<file path="src/rtl/brownout_seq_if.sv">
// +---------------------------------------------------------------------------+
// | brownout_seq_if : control/status bundle for the brownout sequencer        |
// | Optional: BROUT_EVT_CNT_EN adds the 8-bit saturating event count.         |
// | Revision: 1.0                                                             |
// +---------------------------------------------------------------------------+
`default_nettype none

interface brownout_seq_if;
  logic       enable;
  logic       cfg_wr;
  logic [2:0] vtrip_req;
  logic [2:0] otrip_req;
  logic       brout_in;
  logic       evt_clr;
  logic       det_ena;
  logic [2:0] vtrip;
  logic [2:0] otrip;
  logic       busy;
  logic       armed;
  logic       brownout;
  logic       brout_evt;
  logic       irq;
`ifdef BROUT_EVT_CNT_EN
  logic [7:0] evt_cnt;

  modport master (
    output enable, cfg_wr, vtrip_req, otrip_req, brout_in, evt_clr,
    input  det_ena, vtrip, otrip, busy, armed, brownout, brout_evt, irq, evt_cnt
  );
  modport slave (
    input  enable, cfg_wr, vtrip_req, otrip_req, brout_in, evt_clr,
    output det_ena, vtrip, otrip, busy, armed, brownout, brout_evt, irq, evt_cnt
  );
`else
  modport master (
    output enable, cfg_wr, vtrip_req, otrip_req, brout_in, evt_clr,
    input  det_ena, vtrip, otrip, busy, armed, brownout, brout_evt, irq
  );
  modport slave (
    input  enable, cfg_wr, vtrip_req, otrip_req, brout_in, evt_clr,
    output det_ena, vtrip, otrip, busy, armed, brownout, brout_evt, irq
  );
`endif
endinterface

`default_nettype wire

</file>
<file path="src/rtl/brownout_seq.sv">
// +---------------------------------------------------------------------------+
// | brownout_seq : enable/settle/blank sequencing and debounce of the         |
// | brownout comparator flag. Optional macro BROUT_EVT_CNT_EN adds evt_cnt.   |
// | Revision: 1.0                                                             |
// +---------------------------------------------------------------------------+
`default_nettype none

module brownout_seq #(
  parameter int SETTLE_CYC = 64,
  parameter int BLANK_CYC  = 16,
  parameter int DEB_CYC    = 4
) (
  input  logic          osc_ck,
  input  logic          rst,
  brownout_seq_if.slave bus
);

  localparam int          DEB_W     = $clog2(DEB_CYC + 1);
  localparam logic [11:0] SETTLE_LD = 12'(SETTLE_CYC - 1);
  localparam logic [11:0] BLANK_LD  = 12'(BLANK_CYC - 1);
  localparam logic [DEB_W-1:0] DEB_LAST = DEB_W'(DEB_CYC - 1);

  localparam logic [1:0] S_OFF    = 2'd0;
  localparam logic [1:0] S_SETTLE = 2'd1;
  localparam logic [1:0] S_ARMED  = 2'd2;
  localparam logic [1:0] S_BLANK  = 2'd3;

  logic [1:0]       state_q, state_d;
  logic [11:0]      cnt_q, cnt_d;
  logic [DEB_W-1:0] deb_q, deb_d;
  logic             brownout_q, brownout_d;
  logic [2:0]       vtrip_q, vtrip_d;
  logic [2:0]       otrip_q, otrip_d;
  logic             evt_q, evt_d;
  logic             irq_q, irq_d;
  logic             cfg_ok;

  // State register
  always_ff @(posedge osc_ck or posedge rst) begin
    if (rst) begin
      state_q <= S_OFF;
      cnt_q   <= 12'd0;
    end else begin
      state_q <= state_d;
      cnt_q   <= cnt_d;
    end
  end

  // Next-state logic; a disable wins over everything else
  always_comb begin
    state_d = state_q;
    cnt_d   = cnt_q;
    if (!bus.enable) begin
      state_d = S_OFF;
      cnt_d   = 12'd0;
    end else begin
      case (state_q)
        S_OFF: begin
          state_d = S_SETTLE;
          cnt_d   = SETTLE_LD;
        end
        S_SETTLE: begin
          if (cnt_q == 12'd0) state_d = S_ARMED;
          else                cnt_d   = cnt_q - 12'd1;
        end
        S_ARMED: begin
          if (bus.cfg_wr) begin
            state_d = S_BLANK;
            cnt_d   = BLANK_LD;
          end
        end
        default: begin
          if (bus.cfg_wr)           cnt_d   = BLANK_LD;
          else if (cnt_q == 12'd0)  state_d = S_ARMED;
          else                      cnt_d   = cnt_q - 12'd1;
        end
      endcase
    end
  end

  // Codes, debounce and event datapath
  assign cfg_ok = bus.cfg_wr && (state_q != S_SETTLE);

  always_comb begin
    vtrip_d    = cfg_ok ? bus.vtrip_req : vtrip_q;
    otrip_d    = cfg_ok ? bus.otrip_req : otrip_q;
    deb_d      = '0;
    brownout_d = brownout_q;
    if (!bus.enable || state_q == S_SETTLE) begin
      brownout_d = 1'b0;
    end else if (state_q == S_ARMED && !bus.cfg_wr) begin
      if (bus.brout_in != brownout_q) begin
        if (deb_q == DEB_LAST) brownout_d = ~brownout_q;
        else                   deb_d      = deb_q + DEB_W'(1);
      end
    end
    // brownout can only rise through the ARMED debounce path
    irq_d = brownout_d & ~brownout_q;
    evt_d = irq_d ? 1'b1 : (bus.evt_clr ? 1'b0 : evt_q);
  end

  always_ff @(posedge osc_ck or posedge rst) begin
    if (rst) begin
      deb_q      <= '0;
      brownout_q <= 1'b0;
      vtrip_q    <= 3'b000;
      otrip_q    <= 3'b000;
      evt_q      <= 1'b0;
      irq_q      <= 1'b0;
    end else begin
      deb_q      <= deb_d;
      brownout_q <= brownout_d;
      vtrip_q    <= vtrip_d;
      otrip_q    <= otrip_d;
      evt_q      <= evt_d;
      irq_q      <= irq_d;
    end
  end

`ifdef BROUT_EVT_CNT_EN
  logic [7:0] evt_cnt_q, evt_cnt_d;

  always_comb begin
    evt_cnt_d = evt_cnt_q;
    if (irq_d && evt_cnt_q != 8'hFF) evt_cnt_d = evt_cnt_q + 8'd1;
  end

  always_ff @(posedge osc_ck or posedge rst) begin
    if (rst) evt_cnt_q <= 8'h00;
    else     evt_cnt_q <= evt_cnt_d;
  end

  assign bus.evt_cnt = evt_cnt_q;
`endif

  // Output decode
  logic det_ena_o, busy_o, armed_o;

  always_comb begin
    det_ena_o = (state_q != S_OFF);
    busy_o    = (state_q == S_SETTLE) || (state_q == S_BLANK);
    armed_o   = (state_q == S_ARMED);
  end

  assign bus.det_ena   = det_ena_o;
  assign bus.busy      = busy_o;
  assign bus.armed     = armed_o;
  assign bus.brownout  = brownout_q;
  assign bus.vtrip     = vtrip_q;
  assign bus.otrip     = otrip_q;
  assign bus.brout_evt = evt_q;
  assign bus.irq       = irq_q;

endmodule

`default_nettype wire

</file>
<file path="src/flat_wrapper.sv">
// flat-port wrapper written by rule: the top's interface ports become plain ports
module brownout_seq_flat 
#(
  parameter int SETTLE_CYC = 64,
  parameter int BLANK_CYC  = 16,
  parameter int DEB_CYC    = 4
)
  (osc_ck, rst, bus_enable, bus_cfg_wr, bus_vtrip_req, bus_otrip_req, bus_brout_in, bus_evt_clr, bus_det_ena, bus_vtrip, bus_otrip, bus_busy, bus_armed, bus_brownout, bus_brout_evt, bus_irq);
  brownout_seq_if bus_i ();
  input  logic osc_ck;
  input  logic rst;
  input wire logic [$bits(bus_i.enable)-1:0] bus_enable;
  input wire logic [$bits(bus_i.cfg_wr)-1:0] bus_cfg_wr;
  input wire logic [$bits(bus_i.vtrip_req)-1:0] bus_vtrip_req;
  input wire logic [$bits(bus_i.otrip_req)-1:0] bus_otrip_req;
  input wire logic [$bits(bus_i.brout_in)-1:0] bus_brout_in;
  input wire logic [$bits(bus_i.evt_clr)-1:0] bus_evt_clr;
  output wire logic [$bits(bus_i.det_ena)-1:0] bus_det_ena;
  output wire logic [$bits(bus_i.vtrip)-1:0] bus_vtrip;
  output wire logic [$bits(bus_i.otrip)-1:0] bus_otrip;
  output wire logic [$bits(bus_i.busy)-1:0] bus_busy;
  output wire logic [$bits(bus_i.armed)-1:0] bus_armed;
  output wire logic [$bits(bus_i.brownout)-1:0] bus_brownout;
  output wire logic [$bits(bus_i.brout_evt)-1:0] bus_brout_evt;
  output wire logic [$bits(bus_i.irq)-1:0] bus_irq;
  assign bus_i.enable = bus_enable;
  assign bus_i.cfg_wr = bus_cfg_wr;
  assign bus_i.vtrip_req = bus_vtrip_req;
  assign bus_i.otrip_req = bus_otrip_req;
  assign bus_i.brout_in = bus_brout_in;
  assign bus_i.evt_clr = bus_evt_clr;
  assign bus_det_ena = bus_i.det_ena;
  assign bus_vtrip = bus_i.vtrip;
  assign bus_otrip = bus_i.otrip;
  assign bus_busy = bus_i.busy;
  assign bus_armed = bus_i.armed;
  assign bus_brownout = bus_i.brownout;
  assign bus_brout_evt = bus_i.brout_evt;
  assign bus_irq = bus_i.irq;
  brownout_seq #(.SETTLE_CYC(SETTLE_CYC), .BLANK_CYC(BLANK_CYC), .DEB_CYC(DEB_CYC)) u_core (.osc_ck(osc_ck), .rst(rst), .bus(bus_i));
endmodule
</file>
<file path="config.mk">
export PLATFORM = sky130hd
export DESIGN_NAME = brownout_seq_flat
export DESIGN_NICKNAME = d
export VERILOG_FILES = /design/src/rtl/brownout_seq_if.sv /design/src/rtl/brownout_seq.sv /design/src/flat_wrapper.sv
export SDC_FILE = /design/constraint.sdc
export NUM_CORES = 1
export LEC_CHECK = 0
export CELL_PAD_IN_SITES_DETAIL_PLACEMENT = 0
export CELL_PAD_IN_SITES_GLOBAL_PLACEMENT = 1
export CORE_MARGIN = 2
export CORE_UTILIZATION = 43
export DETAILED_ROUTE_END_ITERATION = 6
export GPL_TIMING_DRIVEN = 0
export PLACE_DENSITY = 0.8
export SLEW_MARGIN = 20
export SYNTH_ARGS = -nofsm -noshare
export SYNTH_HDL_FRONTEND = slang
export SYNTH_SLANG_ARGS = --single-unit
</file>
<file path="constraint.sdc">
create_clock -name osc_ck -period 3 [get_ports osc_ck]
set_input_delay 0.9 -clock osc_ck [delete_from_list [all_inputs] [get_ports osc_ck]]
set_output_delay 0.9 -clock osc_ck [all_outputs]
set_load 0.01 [all_outputs]
</file>
==> qor.yml <==
run_status:
  status: "finished, final reports clean"
route:
  avgRoutedWirePerCell_um: 14.8
  firstDrtPassIters: 4
  drc: 0
  ant_nets: 0
  vias: 1111
  vias_per_cell: 5.42
  wirelength_mm: 3.04
  drt-initial-drc-count: 56
timing:
  finClkSkew_ns: 0.00169
  rsz0062_at_grt: "no"
  hold_violations: 0
  relSlewSlack_pct: 38.3
  min_period_over_period_pct: 90.3
  min_period_ns: 2.71
  finalSetupTns_ns: 0
  clock.fmax_ghz: 0.369
  worst_pin_slew_ns: 0.920
  hold_ws_ns: 0.452
  layout_setup_ws_ns: 0.291
  slew_violations: 0
  setup_violations: 0
power:
  p_leak_nw: 0.725
  swShare_pct: 26.6
  netSwitchingPower_uw: 223
  power_per_cell_area_nw_per_um2: 484
  p_int_uw: 614
  p_seq_share_pct: 48.0
  power_frac_clock_pct: 28.8
  ir_drop_mv: 0.256
  combPwrFrac_pct: 23.3
floorplanning:
  core_area_um2: 3050
  rows: 20
  pin_count: 24
  die-area_um2: 3700
  dieWidth_um: 60.8
  fp.dieH_um: 60.8
  start_util_pct: 45.5
cts:
  htree_num_levels: 1
  clockRootBuffer: "clkbuf_4"
  insertion_delay_ns: 0.32
  cts_resized: 0
  cts.sinks: 26
  cts_tree: "built"
  hold_buffers: 0
  path_clk_slew_ns: 0.14
  clockBufferDepth: 2
  postCtsSetupBuffers: 0
  cts_made_buffers: 3
place:
  gp_congestion: 0.809
  io_buffers: 23
  place_area_um2: 1670
  dp_hpwl_mm: 2.23
  pre_cts_ws_ns: 0.0848
setup_path:
  path_delay_family: "buffers and inverters"
  critPathSlowestCell: "clkdlybuf4s50_1"
  critPathMaxStageDelay_ns: 0.49
  r2r_start: "u_core.cnt_q[3]"
  worst_setup_path_start_kind: "flop"
  reg2reg_to: "u_core.cnt_q[9]"
  crit_buf_inv: 2
  critPathCapture: "bus_det_ena"
  required_ns: 2.10
  cp.arrival_ns: 1.81
  critPathCaptureType: "primary output"
  crit_cells: 3
  startpoint: "u_core.state_q[0]"
  r2r_cells: 6
  critical_path_class: "reg -> out"
  critical_path_peak_fanout: 10
  reg2reg_slack_ns: 0.70
  cp_cell_sequence: "clkbuf_1 -> or2_2 -> clkdlybuf4s50_1"
synthesis:
  synth.largest_area_cell: "dfrtp_1"
  synth-main-ff-cell: "dfrtp_1"
  ys_seq_area_share_pct: 46.8
  syn_nets: 149
  syn-instance-count: 134
  synth_seq_cells: 26
  syn_avg_cell_area_um2: 10.4
  synthDistinctLibCells: 41
  synth-edff-count: 0
  syn-cell-area_um2: 1390
  synth_top_area_share_pct: 46.8
  yosys-top-cells-area: "dfrtp_1, mux2_2, ha_1"
  yosysWarnings: 0
  async_reset_ff_share_pct: 100
min_path:
  hold_depth: 1
  hold_path.class: "reg -> reg"
grt:
  antenna_found_initial: 0
  grt_pass1_vias: 1093
  grt_max_degree: 27
  grt_overflow: 0
  track_usage_pct: 17.9
  grt_pass1_wl_mm: 4.93
cells_and_area:
  areaGrowthSynthToFinish_pct: 24.3
  antenna_cells: 0
  final_util_pct: 56.6
  nNetsFinal: 177
  final_area_um2: 1730
  layout-drive-gt1-share_pct: 12.4
job:
  cap_violations: 0
[worst min-delay path by stage]
stage / start / to / slack [ns]
2_1_floorplan: u_core.deb_q[0] / u_core.deb_q[0] / 0.42
3_3_place_gp: u_core.deb_q[0] / u_core.deb_q[0] / 0.43
3_5_place_dp: u_core.deb_q[0] / u_core.deb_q[0] / 0.44
4_1_cts: u_core.deb_q[0] / u_core.deb_q[0] / 0.46
5_1_grt: u_core.deb_q[0] / u_core.deb_q[0] / 0.48
6_report: u_core.deb_q[0] / u_core.deb_q[0] / 0.45
[power groups by stage]
stage / clock network, mW / registers [mW] / logic (mW)
finish: 0.241 / 0.401 / 0.194
global route: 0.265 / 0.405 / 0.213
CTS: 0.249 / 0.401 / 0.196
detailed placement: 0 / 0.408 / 0.196
global placement: 0 / 0.406 / 0.191
floorplan: 0 / 0.410 / 0.111
[layer usage]
metal	track usage, %	routed length [um]	vias up
met1	24.7	1410	537
met4	7.14	15	0
li1	-	-	550
met2	28.4	1510	22
met5	0	0	-
met3	2.35	110	2
[cell type report]
cell class	instances	area [um^2]
Fill cell	285	1330
Multi-Input combinational cell	94	671
Sequential cell	26	651
Timing Repair Buffer	23	230
Tap cell	44	55.1
Buffer	7	41.3
Clock inverter	1	30.0
Inverter	7	26.3
Clock buffer	3	22.5
[flip-flops by register name, summed over array words and instances (netlist names)]
| signal | cells |
|---|---|
| u_core.deb_q | 3 |
| u_core.state_q | 2 |
| u_core.bus.vtrip | 3 |
| u_core.bus.brownout | 1 |
| u_core.cnt_q | 12 |
| u_core.bus.brout_evt | 1 |
| u_core.bus.otrip | 3 |
| u_core.bus.irq | 1 |
[layout by cell type (no fill, tap or decap), drive strengths merged, types with 2 or more instances in the layout]
master,count
a21o,2
o21ai,4
dfrtp,26
and2,3
or3b,2
ha,3
buf,2
nor3,5
inv,6
nor3b,3
nand2b,4
clkdlybuf4s50,23
nor2b,2
clkbuf,8
o31ai,5
nor4,5
or3,4
mux2,6
nor2,6
o221a,2
a21boi,3
nand2,10
a21oi,5
o41ai,3
[stage by stage]
step                cells  power [mW]
detailed placement    201       0.603
global placement      201       0.597
CTS                   205       0.846
finish                205       0.836
floorplan             134       0.522
global route          205       0.883
[logic make-up after synthesis]
logic type      count (synthesis)  share of synthesized area (%)
xor+xnor                        1                          0.631
simple gates                   50                           21.4
flops                          26                           46.8
mux                             6                           4.86
compound gates                 34                           18.6
buf+inv                        14                           4.87
fa+ha+maj                       3                           2.70
[cell usage after synthesis (4+ instances only)]
master and number:
dfrtp_1 26, nand2_1 10, inv_1 7, mux2_2 6, nor2_1 6, a21oi_1 5
clkbuf_1 5, nor3_1 5, o31ai_1 5, nand2b_1 4, nor4_1 4, o21ai_0 4
or3_1 4
Power figures use the tool's default switching activity.
==> RTL edit (same settings) <==
`DEB_CYC` is set to 4 in 2 places; all go to 8.
--- a/src/rtl/brownout_seq.sv
+++ b/src/rtl/brownout_seq.sv
@@ -8,7 +8,7 @@
 module brownout_seq #(
   parameter int SETTLE_CYC = 64,
   parameter int BLANK_CYC  = 16,
-  parameter int DEB_CYC    = 4
+  parameter int DEB_CYC    = 8
 ) (
   input  logic          osc_ck,
   input  logic          rst,
--- a/src/flat_wrapper.sv
+++ b/src/flat_wrapper.sv
@@ -3,7 +3,7 @@
 #(
   parameter int SETTLE_CYC = 64,
   parameter int BLANK_CYC  = 16,
-  parameter int DEB_CYC    = 4
+  parameter int DEB_CYC    = 8
 )
   (osc_ck, rst, bus_enable, bus_cfg_wr, bus_vtrip_req, bus_otrip_req, bus_brout_in, bus_evt_clr, bus_det_ena, bus_vtrip, bus_otrip, bus_busy, bus_armed, bus_brownout, bus_brout_evt, bus_irq);
   brownout_seq_if bus_i ();
Check against the original RTL: no difference found for any inputs over 10 cycles, from zero or initial values and one cycle with rst high; that may be too few to reach the edited logic, so the function may still have changed.
==> RTL edit against the unedited design <==
Cell area up 4.3%; total power up 7.6%; combinational power up 45%; clock skew up 0.015 ns; setup slack better by 0.056 ns; wire length up 6.5%; synthesized area up 6.4%; sequential power up 13%; sequential cell count up 1; critical path type unchanged; critical endpoint unchanged; highest routed layer unchanged.
==> RTL edit: results <==
{
  "status": "completed",
  "grt_util_met1": 0.259,
  "multi_input_area_share": 0.410,
  "finalClockSkew_ns": 0.0166,
  "holdWs_ns": 0.490,
  "switchingPower_uw": 301,
  "routabilityCongestion": 0.757,
  "fin_nets": 192,
  "maxPowerGroup": "registers",
  "fillerInstances": 321,
  "regArea_um2": 676,
  "seqPwrFrac": 0.503,
  "p_leak_nw": 0.733,
  "p_clk_frac": 0.184,
  "worstSkewPairLatency_ns": 0.34,
  "ys_types": 47,
  "r2r_slack_ns": 1.01,
  "clk_transition_reported_paths_ns": 0.16,
  "hpwl_um": 2380,
  "arrival_ns": 1.75,
  "synthTopCellsByCount": "27 x dfrtp_1, 14 x nand2_1, 10 x nor3_1",
  "routedLengthMet1_um": 1510,
  "final-clk-cell-share": 0.0167,
  "wl_um": 3240,
  "wl_per_cell_um": 14.6,
  "first_pass_iters": 4,
  "design.seq.count": 27,
  "reg2reg_to": "u_core.cnt_q[0]",
  "r2r_start": "u_core.cnt_q[10]",
  "grt_first_pass_wirelength_um": 5830,
  "pre_cts_ws_ns": 0.240,
  "ys_seq_area_frac": 0.457,
  "multiInputCombCellCount": 108,
  "grt_max_degree": 28,
  "drive_above_1_share": 0.131,
  "bufAreaShareNonClock": 0.151,
  "synth_fp_nets": 164,
  "met2_usage": 0.296,
  "vdd_ir_drop_max_mv": 0.190,
  "wl_met2_um": 1590,
  "synth_area_leaders": "dfrtp_1 46%, mux2_2 4.6%, nand2_1 3.6%",
  "finalCritPeriodShare": 0.884,
  "drt_iter0_drc": 70,
  "wl_met3_um": 106,
  "crit_end": "bus_det_ena"
}
RTL edit: cell types whose count changed after synthesis, sizes merged, moves of 3 or more:
cell | unedited run | this run
a31oi | 1 | 5
o211ai | 0 | 3
nand2 | 10 | 14
nand3 | 1 | 4
o31ai | 5 | 1
nor3b | 3 | 0
nor3 | 5 | 10
RTL edit: cells by family (layout without fill, tap and decap cells):
kind of cell	count (synthesis)	after routing	share of synthesized area
AO/OA/AOI/OAI	32	32	0.164
XOR/XNOR	2	2	0.0119
buffers and inverters	14	41	0.0466
multiplexers	7	7	0.0525
flip-flops	27	27	0.457
adder cells (fa/ha/maj)	3	3	0.0254
AND/OR/NAND/NOR	64	64	0.242
RTL edit: metrics by stage:
| step | power (mW) | cell area (um2) | TNS [ns] |
|---|---|---|---|
| global placement | 0.730 | 1770 | -0.215 |
| detailed placement | 0.739 | 1770 | 0 |
| CTS | 0.904 | 1800 | 0 |
| global route | 0.960 | 1800 | 0 |
| finish | 0.900 | 1800 | 0 |
| floorplan | 0.640 | 1480 | 0 |
